--- src/rtl/uart_tx.sv ---
// uart_tx -- 8N1 UART transmitter with a transmit FIFO.
//
// Bytes pushed through wr_en/wr_data are queued in a FIFO_DEPTH-entry FIFO
// and sent as: start bit (0), 8 data bits LSB first, optional even-parity
// bit, stop bit (1). Each bit lasts CLKS_PER_BIT clocks. Queued frames are
// sent back to back with no idle gap between them.
//
// Build option:
//   UART_TX_PARITY_EN  when defined, an even-parity bit (XOR of the data bits)
//                      is sent between data bit 7 and the stop bit (11-bit
//                      frame). When undefined, frames are 10 bits and no
//                      parity logic is built.
//
// Ports:
//   clk      in   clock, all state changes on the rising edge
//   rst      in   synchronous active-high reset
//   wr_en    in   push request, accepted when not full (or full with a pop)
//   wr_data  in   byte to push
//   full     out  FIFO holds FIFO_DEPTH bytes
//   empty    out  FIFO holds no bytes
//   busy     out  a frame is being sent
//   tx       out  registered serial line, idle high
//
// state  | meaning
// IDLE   | line high, waiting for a queued byte
// START  | sending the start bit
// DATA   | sending data bits 0..7
// PARITY | sending the even-parity bit (parity builds only)
// STOP   | sending the stop bit, pops the next byte at its end if any

module uart_tx #(
   parameter int CLKS_PER_BIT = 10417,
   parameter int FIFO_DEPTH   = 16
) (
   input  logic       clk,
   input  logic       rst,
   input  logic       wr_en,
   input  logic [7:0] wr_data,
   output logic       full,
   output logic       empty,
   output logic       busy,
   output logic       tx
);

   localparam int PTR_W  = $clog2(FIFO_DEPTH);
   localparam int CNT_W  = PTR_W + 1;
   localparam int BAUD_W = 16;
   localparam logic [BAUD_W-1:0] BAUD_LAST = BAUD_W'(CLKS_PER_BIT - 1);
   localparam logic [CNT_W-1:0]  CNT_FULL  = CNT_W'(FIFO_DEPTH);

   typedef enum logic [2:0] {
      IDLE   = 3'd0,
      START  = 3'd1,
      DATA   = 3'd2,
      PARITY = 3'd3,
      STOP   = 3'd4
   } state_t;

   logic [7:0]        mem_q [FIFO_DEPTH];
   logic [PTR_W-1:0]  wr_ptr_q;
   logic [PTR_W-1:0]  rd_ptr_q;
   logic [CNT_W-1:0]  count_q;
   logic [CNT_W-1:0]  count_d;

   state_t            state_q;
   logic [BAUD_W-1:0] baud_q;
   logic [2:0]        bit_idx_q;
   logic [7:0]        shift_q;
   logic              tx_q;
`ifdef UART_TX_PARITY_EN
   logic              parity_q;
`endif

   logic       baud_done;
   logic       pop;
   logic       push;
   logic [7:0] head;

   assign empty     = (count_q == '0);
   assign full      = (count_q == CNT_FULL);
   assign busy      = (state_q != IDLE);
   assign tx        = tx_q;
   assign head      = mem_q[rd_ptr_q];
   assign baud_done = (baud_q == BAUD_LAST);

   // The FSM takes the head byte when leaving IDLE or at the end of a stop
   // bit. A push is allowed while full if the same edge frees an entry.
   assign pop  = !empty && ((state_q == IDLE) || ((state_q == STOP) && baud_done));
   assign push = wr_en && (!full || pop);

   always_comb begin
      count_d = count_q;
      case ({push, pop})
         2'b10:   count_d = count_q + CNT_W'(1);
         2'b01:   count_d = count_q - CNT_W'(1);
         default: count_d = count_q;
      endcase
   end

   // Storage needs no reset; only the pointers and count define validity.
   always_ff @(posedge clk) begin
      if (!rst && push) begin
         mem_q[wr_ptr_q] <= wr_data;
      end
   end

   always_ff @(posedge clk) begin
      if (rst) begin
         wr_ptr_q <= '0;
         rd_ptr_q <= '0;
         count_q  <= '0;
      end else begin
         if (push) wr_ptr_q <= wr_ptr_q + PTR_W'(1);
         if (pop)  rd_ptr_q <= rd_ptr_q + PTR_W'(1);
         count_q <= count_d;
      end
   end

   always_ff @(posedge clk) begin
      if (rst) begin
         state_q   <= IDLE;
         baud_q    <= '0;
         bit_idx_q <= '0;
         shift_q   <= '0;
         tx_q      <= 1'b1;
`ifdef UART_TX_PARITY_EN
         parity_q  <= 1'b0;
`endif
      end else begin
         case (state_q)
            IDLE: begin
               baud_q <= '0;
               tx_q   <= 1'b1;
               if (!empty) begin
                  shift_q  <= head;
`ifdef UART_TX_PARITY_EN
                  parity_q <= ^head;
`endif
                  tx_q     <= 1'b0;
                  state_q  <= START;
               end
            end

            START: begin
               if (baud_done) begin
                  baud_q    <= '0;
                  bit_idx_q <= '0;
                  tx_q      <= shift_q[0];
                  shift_q   <= shift_q >> 1;
                  state_q   <= DATA;
               end else begin
                  baud_q <= baud_q + BAUD_W'(1);
               end
            end

            DATA: begin
               if (baud_done) begin
                  baud_q <= '0;
                  if (bit_idx_q == 3'd7) begin
`ifdef UART_TX_PARITY_EN
                     tx_q    <= parity_q;
                     state_q <= PARITY;
`else
                     tx_q    <= 1'b1;
                     state_q <= STOP;
`endif
                  end else begin
                     tx_q      <= shift_q[0];
                     shift_q   <= shift_q >> 1;
                     bit_idx_q <= bit_idx_q + 3'd1;
                  end
               end else begin
                  baud_q <= baud_q + BAUD_W'(1);
               end
            end

`ifdef UART_TX_PARITY_EN
            PARITY: begin
               if (baud_done) begin
                  baud_q  <= '0;
                  tx_q    <= 1'b1;
                  state_q <= STOP;
               end else begin
                  baud_q <= baud_q + BAUD_W'(1);
               end
            end
`endif

            STOP: begin
               if (baud_done) begin
                  baud_q <= '0;
                  if (!empty) begin
                     // Chain straight into the next frame's start bit.
                     shift_q  <= head;
`ifdef UART_TX_PARITY_EN
                     parity_q <= ^head;
`endif
                     tx_q     <= 1'b0;
                     state_q  <= START;
                  end else begin
                     tx_q    <= 1'b1;
                     state_q <= IDLE;
                  end
               end else begin
                  baud_q <= baud_q + BAUD_W'(1);
               end
            end

            default: begin
               baud_q  <= '0;
               tx_q    <= 1'b1;
               state_q <= IDLE;
            end
         endcase
      end
   end

endmodule

--- config.mk ---
export PLATFORM = sky130hd
export DESIGN_NAME = uart_tx
export DESIGN_NICKNAME = d
export VERILOG_FILES = /design/src/rtl/uart_tx.sv
export SDC_FILE = /design/constraint.sdc
export NUM_CORES = 1
export LEC_CHECK = 0
export ABC_AREA = 1
export BUFFER_PORTS_ARGS = -buffer_cell sky130_fd_sc_hd__buf_2
export CAP_MARGIN = 5
export CORE_MARGIN = 3
export CORE_UTILIZATION = 57
export CTS_CLUSTER_DIAMETER = 80
export DETAILED_ROUTE_END_ITERATION = 12
export GPL_TIMING_DRIVEN = 1
export HOLD_SLACK_MARGIN = 0.1
export PLACE_DENSITY_LB_ADDON = 0.2
export SLEW_MARGIN = 30
export SYNTH_ARGS = -nofsm -noshare
export SYNTH_HDL_FRONTEND = slang
export SYNTH_SLANG_ARGS = --single-unit
--- constraint.sdc ---
create_clock -name clk -period 3.58 [get_ports clk]
set_clock_uncertainty 0.05 [all_clocks]
set_input_delay 0.716 -clock clk [delete_from_list [all_inputs] [get_ports clk]]
set_output_delay 0.716 -clock clk [all_outputs]
set_load 0.005 [all_outputs]
Word level (Yosys, flattened, before mapping)
Memory sizes are Yosys's and may differ from the RTL's. A register that Yosys moved wholly into a read port is not among the register bits.
Index checks and enable logic that the tools add are counted.
Operators by class
  add/subtract/negate cells: 6
  muxes and demuxes: 28
  reductions and logical operators: 21
  bitwise operators: 1
  equal/unequal tests: 14
Operators by type and width (number)
  2-to-1 mux 8 bit: 5
  case mux 8 bit (4 select lines): 1
  2-to-1 mux 3 bit: 8
  adder 16 x 1 -> 16 bit, second input constant: 1
  == test 16 x 14 -> 1 bit, second input constant: 1
  inequality test 2 bit, second input constant: 6
  case mux 3 bit (4 select lines): 1
  case mux 5 bit (2 select lines): 1
  AND reduction 5 bit: 2
  adder 4 x 1 -> 4 bit, second input constant: 2
  2-to-1 mux 1 bit: 8
  2-to-1 mux 4 bit: 2
  == test 3 bit, second input constant: 2
  case mux 3 bit (2 select lines): 1
  OR reduction 3 bit: 2
  adder 5 x 1 -> 5 bit, second input constant: 1
  == test 5 bit, second input constant: 1
  zero test 5 bit: 1
  subtractor 5 x 1 -> 5 bit, second input constant: 1
  logical AND 1 bit: 4
  case mux 1 bit (4 select lines): 1
  AND reduction 4 bit: 1
  nonzero test 2 bit: 2
  nonzero test 4 bit: 1
  other kinds (11): 14
Storage, ports and cells
  bits in writable memories: 128
  logic and storage cells: 79
  memories kept: 1
  output and inout port bits: 4
  bits of input ports: 11
  register bits after elaboration: 44
Memories
  mem_q: words 16, width 8, read ports 1, clocked after Yosys merged registers in 1, write ports 1, line 59  | logic [7:0] mem_q [FIFO_DEPTH];

Depth between registers and ports, before layout
Gate-level depths: netlist of run 1.
  depth after elaboration: 9
  gate-level depth with buffers: 20
  depth with buffers taken out: 20

Worst setup path after synthesis of run 1
OpenSTA, ideal clock, no wires.
  path type: register -> register
  start: reg baud_q[0]
  end: mem mem_q[13][0] (enable)
  path buffers: 0
  arrival: 1881 ps
  required time: 3147 ps
  setup slack: 1266 ps
  clock period less this slack: 2314 ps
  cell stages (with the launch flop): 15
  library setup time: 383 ps
  cell sequence: dfxtp_1 inv_1 ha_1 nand2_1 inv_1 nand2_1 nor2_2 nand2_4 nand2_4 nand2_4 nand2_2 nand2_4 inv_4 nand2_2 nor3_1
Between the ends
  longest elaborated chain between the ends: 9
Ends and longest elaborated chain
  start, declared: line 66  | logic [BAUD_W-1:0] baud_q;
  start signal, assigned: line 152  | baud_q <= baud_q + BAUD_W'(1);
  start signal, assigned: line 173  | baud_q <= baud_q + BAUD_W'(1);
  start signal, assigned: line 205  | baud_q <= baud_q + BAUD_W'(1);
  == test 16 x 14 -> 1 bit: line 84  | assign baud_done = (baud_q == BAUD_LAST);
  logical AND 1 bit: line 88  | assign pop = !empty && ((state_q == IDLE) || ((state_q == STOP) && baud_done));
  logical OR 1 bit: line 88
  logical AND 1 bit: line 88
  logical OR 1 bit: line 89  | assign push = wr_en && (!full || pop);
  logical AND 1 bit: line 89
  logical AND 1 bit: line 102  | if (!rst && push) begin
  2-to-1 mux 1 bit: line 102
  2-to-1 mux 1 bit (not written as such): line 103  | mem_q[wr_ptr_q] <= wr_data;
  end, declared: line 59
Every way passes these cells.

Final worst setup path of run 1
  start: reg baud_q[0]
  end: mem mem_q[8][3] (enable)
The elaborated chain is that of the path after synthesis.

==> flow_summary.json, run 1 <==
{
  "cp_max_fo": 8,
  "top_layer_used": "met4",
  "core_area_um2": 12800,
  "die_area_um2": 14700,
  "final_core_util_pct": 65.4,
  "syn-num-nets": 746,
  "routabilityCongestion": 0.914,
  "synth_edf_count": 128,
  "cts-buffers-inserted": 17,
  "clkTransAtPathRegs_ps": 60,
  "synthArstFlopShare_pct": 0,
  "clock-root-buffer": "clkbuf_16",
  "drive_above_1_share_pct": 13.4,
  "cts_tree": "done",
  "synthCells": 722,
  "critPathLaunch": "baud_q[0]",
  "synth_simple_gate_area_share_pct": 17.6,
  "holdWs_ps": 420,
  "io-pin-count": 15,
  "timing.fmax_mhz": 390,
  "end_kind": "register",
  "clockBufferDepth": 2,
  "synth_compound_area_share_pct": 11.1,
  "wl_met1_mm": 6.89,
  "fin_total_pwr_mw": 5.76,
  "synth-main-ff-cell": "edfxtp_1",
  "hold_viol": 0,
  "grt_first_pass_wirelength_mm": 26.0,
  "synth_top_area_share_pct": 50.7,
  "layout.nets": 760,
  "via_per_inst": 5.73,
  "cap_viol_max_count": 0,
  "routed-wl-met2_mm": 7.73,
  "r2r_start": "baud_q[0]",
  "crit_type": "register to register",
  "critPathLaunchType": "register",
  "start_util_pct": 59.2,
  "yosysTopAreaCell": "edfxtp_1",
  "slew-limit-headroom_pct": 46.3,
  "io_buffer_count": 14,
  "ys_ff_latch": 176,
  "synthAdderAreaFrac_pct": 2.24,
  "track_usage_pct": 23.1,
  "hold_buffers": 0,
  "first_pass_iters": 5,
  "grt_start_max_net_pins": 65,
  "synth_area_um2": 7590,
  "post_synth_num_cell_types": 39,
  "grt_pass1_vias": 5231,
  "antenna_found_initial": 0,
  "clkLatencyLatePin_ps": 430,
  "wl_met3_um": 948,
  "routed_wl_mm": 16.0,
  "cts_resized": 0,
  "ys_seq_area_share_pct": 63.3,
  "leakage_nw": 3.03,
  "hold_start": "shift_q[7]",
  "period_needed_ps": 2570,
  "vias": 5281,
  "avgSynthCellArea_um2": 10.5,
  "cts.sinks": 176,
  "num_rows": 41,
  "synth_xor_xnor_area_share_pct": 0.693,
  "ir_worst_vdd_mv": 0.497,
  "worst_pin_slew_ps": 805,
  "area_growth_pct": 10.6,
  "status": "finished clean",
  "post-route-period-util_pct": 71.7,
  "dieHeight_um": 121,
  "cts_setup_buffers": 0,
  "mostFrequentLayoutCell": "nor2_1",
  "final.setup.tns_ps": 0,
  "min_path_type": "register to register",
  "drt_iter0_drc": 477,
  "dpl.hpwl_mm": 10.3,
  "grt_overflow": 0,
  "muxShareOfSynthArea_pct": 0,
  "worstPathArrival_ps": 2570,
  "drc_errors": 0,
  "postRouteAntennaNets": 0,
  "wire_per_inst_um": 17.4,
  "power_density_nw_per_um2": 687,
  "synth_top_family_by_area": "simple AND/OR/NAND/NOR gates",
  "diodes": 0,
  "maxSlewViolCount": 0,
  "finalSetupViolations": 0,
  "rsz0062_at_grt": "no",
  "yosysWarnings": 0,
  "ys_top_cells_by_area": "edfxtp_1, dfxtp_1, nor2_1",
  "dieWidth_um": 121,
  "layout_common_cells": "nor2_1, edfxtp_1, o21ai_0, nand2_1, inv_1",
  "cts-htree-levels": 4,
  "crit_required_ps": 3580
}
==> registers in the layout, indices dropped and copies added (netlist names), named ones only <==
name	cells
state_q	3
count_q	5
rd_ptr_q	4
bit_idx_q	3
baud_q	16
tx	1
mem_q	128
shift_q	8
wr_ptr_q	4
==> cells by family after synthesis <==
group,after synthesis
AO/OA/AOI/OAI,146
XOR/XNOR,6
adder cells (fa/ha/maj),13
buffers and inverters,92
flip-flops,176
AND/OR/NAND/NOR,289
==> metrics by stage <==
step | setup slack [ps] | instance area [um2] | instances
3_5_place_dp | 923 | 7810 | 889
2_1_floorplan | 1270 | 7590 | 722
4_1_cts | 994 | 8390 | 921
3_3_place_gp | 1020 | 7810 | 889
6_report | 1010 | 8390 | 921
5_1_grt | 763 | 8390 | 921
==> worst max-delay path: stages, from the launching register on <==
cell and delay [ps]:
dfxtp_1 330, inv_1 70, ha_1 160, nand2_1 60, inv_1 60, nand2_1 70
nor2_2 140, nand2_4 100, nand2_4 90, nand2_4 70, nand2_2 80, nand2_4 90
inv_4 100, nand3_2 140, nor2_1 580
==> report_power, final <==
part           total [mW]  internal, mW  switching, mW
Combinational        1.54         0.486           1.06
Sequential           2.43          2.30          0.130
Clock                1.79          1.08          0.708
Total                5.76          3.87           1.90
==> Yosys cell counts, types with 3 or more instances <==
library cell and count:
nor2_2 5, o21ai_0 76, buf_1 4, edfxtp_1 128, buf_2 12, nand2_4 6, nand4_1 5, nand3_1 44
nand2_1 56, xor2_1 4, clkbuf_1 12, o211ai_1 32, nor3_1 11, a21oi_1 27, dfxtp_1 48, inv_2 12
nor2_1 141, nor3_2 7, nand3_2 3, nand2_2 6, inv_1 48, ha_1 12
==> area by class of cell <==
cell class / instances / area, um2
clock inverter: 7 / 85.1
multi-input combinational: 454 / 2400
tap: 172 / 215
clock buffer: 25 / 487
sequential: 176 / 4810
inverter: 62 / 240
timing repair buffer: 25 / 153
fill: 1008 / 4440
==> per-layer routing <==
metal  global-route usage (%)  up-vias
met2                     37.2      166
met4                     9.73        0
met3                     4.99       35
met1                     30.4     2557
li1                         -     2523
met5                        0        -
==> path summary, 6_finish.rpt <==
| check | endpoint | slack (ps) | cells past startpoint |
|---|---|---|---|
| worst min-delay path | shift_q[7] | 420 | 2 |
| worst max-delay path | mem_q[8][3] | 1010 | 14 |
| worst min register to register | shift_q[7] | 420 | 2 |
| worst max register to register | mem_q[8][3] | 1010 | 14 |
(Power assumes the default switching activity.)
==> inputs of run 2 (changes only) <==
Settings changed: CORE_UTILIZATION 57 to 56.
Clock period 3.58 ns to 2.14 ns, I/O delays scaled along.
==> run 2 against run 1 <==
Against the previous run: the flow now finishes with violations (setup timing); worst setup slack worse by 1100 ps; design area up 5.0%; clock power rose by 76%; count of clock-buffer cells in the layout decreased by 8; critical path type unchanged.
==> flow_summary.json, run 2 (synthesized netlist as in run 1, its figures left out) <==
{
  "status": "finished with violations",
  "failed_checks": "setup timing",
  "dieHeight_um": 122,
  "dpl.hpwl_mm": 10.7,
  "clkTransAtPathRegs_ps": 70,
  "path_cells": "inv_2 > ha_4 > nand2_2 > inv_2 > nand2_2 > nor2_4 > nand2_4 > nand2_4 > nand3_4 > fa_2 > inv_2 > a21oi_2 > o21bai_1 > nand4_1 > nand2_1 > inv_2 > a21oi_2 > nor2_1",
  "drt_iter0_drc": 530,
  "grt_overflow": 0,
  "clkLatencyLatePin_ps": 420,
  "timing.fmax_mhz": 442,
  "cts-buffers-inserted": 17,
  "min_path_type": "input pin to register",
  "routabilityCongestion": 0.849,
  "hold_buffers": 0,
  "rsz0062_at_grt": "yes",
  "via_per_inst": 5.62,
  "finalSetupViolations": 25,
  "holdWs_ps": 366,
  "worst_pin_slew_ps": 561,
  "crit_required_ps": 2410,
  "critPathLaunch": "baud_q[1]",
  "finalNonFillerCells": 948,
  "largest_register_ffs": 128,
  "crit_type": "register to register",
  "critPathLaunchType": "register",
  "r2r_start": "baud_q[1]",
  "pre_cts_slack_ps": -122,
  "post-route-period-util_pct": 106,
  "hold_start": "wr_data[0]",
  "min_path_cells": 1,
  "fin_area_um2": 8810,
  "track_usage_pct": 22.9,
  "cpMostUsedCell": "inv_2",
  "setup_slack_ps": -125,
  "end_kind": "register",
  "num_rows": 41,
  "wire_per_inst_um": 17.0,
  "fillCellCount": 960,
  "dieWidth_um": 122,
  "core_area_um2": 12900,
  "postRouteAntennaNets": 0,
  "grt_first_pass_wirelength_mm": 25.8,
  "io-pin-count": 15,
  "antenna_found_initial": 0,
  "regArea_um2": 4810,
  "diodes": 0,
  "layout.nets": 788,
  "grt_pass1_vias": 5106,
  "fin_total_pwr_mw": 10.1,
  "clock-root-buffer": "clkbuf_16",
  "grt_start_max_net_pins": 65,
  "final_core_util_pct": 68.1,
  "area_growth_pct": 16.1,
  "io_buffer_count": 14,
  "dp_cells": 916,
  "routed_wl_mm": 16.1,
  "top_register": "mem_q",
  "worst_path_max_delay_cell": "fa_2",
  "mostFrequentLayoutCell": "nor2_1",
  "slowest_delay_ps": 390,
  "drc_errors": 0,
  "cp_max_fo": 3,
  "maxSlewViolCount": 0,
  "cap_viol_max_count": 0,
  "reg2reg_depth": 18,
  "largestRegisters": "mem_q (128), baud_q (16), shift_q (8)",
  "worstPathArrival_ps": 2540,
  "first_pass_iters": 5,
  "start_util_pct": 58.7,
  "drive_above_1_share_pct": 20.0,
  "leakage_nw": 3.21,
  "cts-htree-levels": 4,
  "power_density_nw_per_um2": 1140,
  "slew-limit-headroom_pct": 62.6,
  "final.setup.tns_ps": -925,
  "ir_worst_vdd_mv": 0.881,
  "vias": 5325,
  "cts.sinks": 176,
  "cts_tree": "done",
  "placed_area_um2": 8040,
  "die_area_um2": 15000,
  "period_needed_ps": 2260,
  "layout_common_cells": "nor2_1, edfxtp_1, o21ai_0, nand2_1",
  "clockBufferDepth": 2,
  "hold_viol": 0,
  "multi_input_area_um2": 2520
}
-- run 2: cell types whose count changed in the layout (fill, tap and decap cells not counted), moves of 5 or more --
| cell | previous run | this run |
|---|---|---|
| clkinv_2 | 5 | 0 |
| clkbuf_1 | 6 | 0 |
| buf_6 | 0 | 8 |
| nor3_1 | 11 | 5 |
| inv_2 | 12 | 17 |
| clkinvlp_4 | 0 | 5 |
| buf_4 | 11 | 30 |
| inv_1 | 48 | 43 |
-- run 2: layer usage --
| metal | track usage [%] | part of all wire, % | wire length [um] |
|---|---|---|---|
| met5 | 0 | 0 | 0 |
| met3 | 5.02 | 5.2 | 830 |
| met4 | 7.28 | 1.3 | 210 |
| met1 | 29.7 | 43 | 6880 |
| met2 | 38.6 | 51 | 8190 |
-- run 2: area by class of cell --
cell class                      instances  area share [%]
Clock buffer                           17            4.83
Clock inverter                         14            2.07
Sequential cell                       176            54.6
Tap cell                              172            2.44
Inverter                               62            2.76
Timing Repair Buffer                   53            4.60
Multi-Input combinational cell        454            28.7
-- run 2: worst paths after layout --
| kind | endpoint | slack, ps |
|---|---|---|
| worst min-delay path | mem_q[11][0] | 370 |
| worst max register to register | count_q[4] | -120 |
| worst min register to register | shift_q[7] | 420 |
| worst max-delay path | count_q[4] | -120 |
-- run 2: power breakdown --
part	internal [mW]	leakage, nW	switching (mW)	total, mW
registers	3.84	1.55	0.129	3.97
clock network	1.85	0.281	1.30	3.15
logic	1.03	1.39	1.91	2.93
total	6.72	3.21	3.34	10.1
-- run 2: worst max-delay path: cells and delay by family, from the launching register on --
family / cells / cell delay (ps)
simple gates: 9 / 690
fa+ha+maj: 2 / 510
flops: 1 / 330
buf+inv: 4 / 220
compound gates: 3 / 350
-- run 2: timing repair --
item,4_1_cts,5_1_grt
setup buffers,0,1
pin swaps,0,9
resized for setup,1,37
endpoints found under the setup margin,1,130
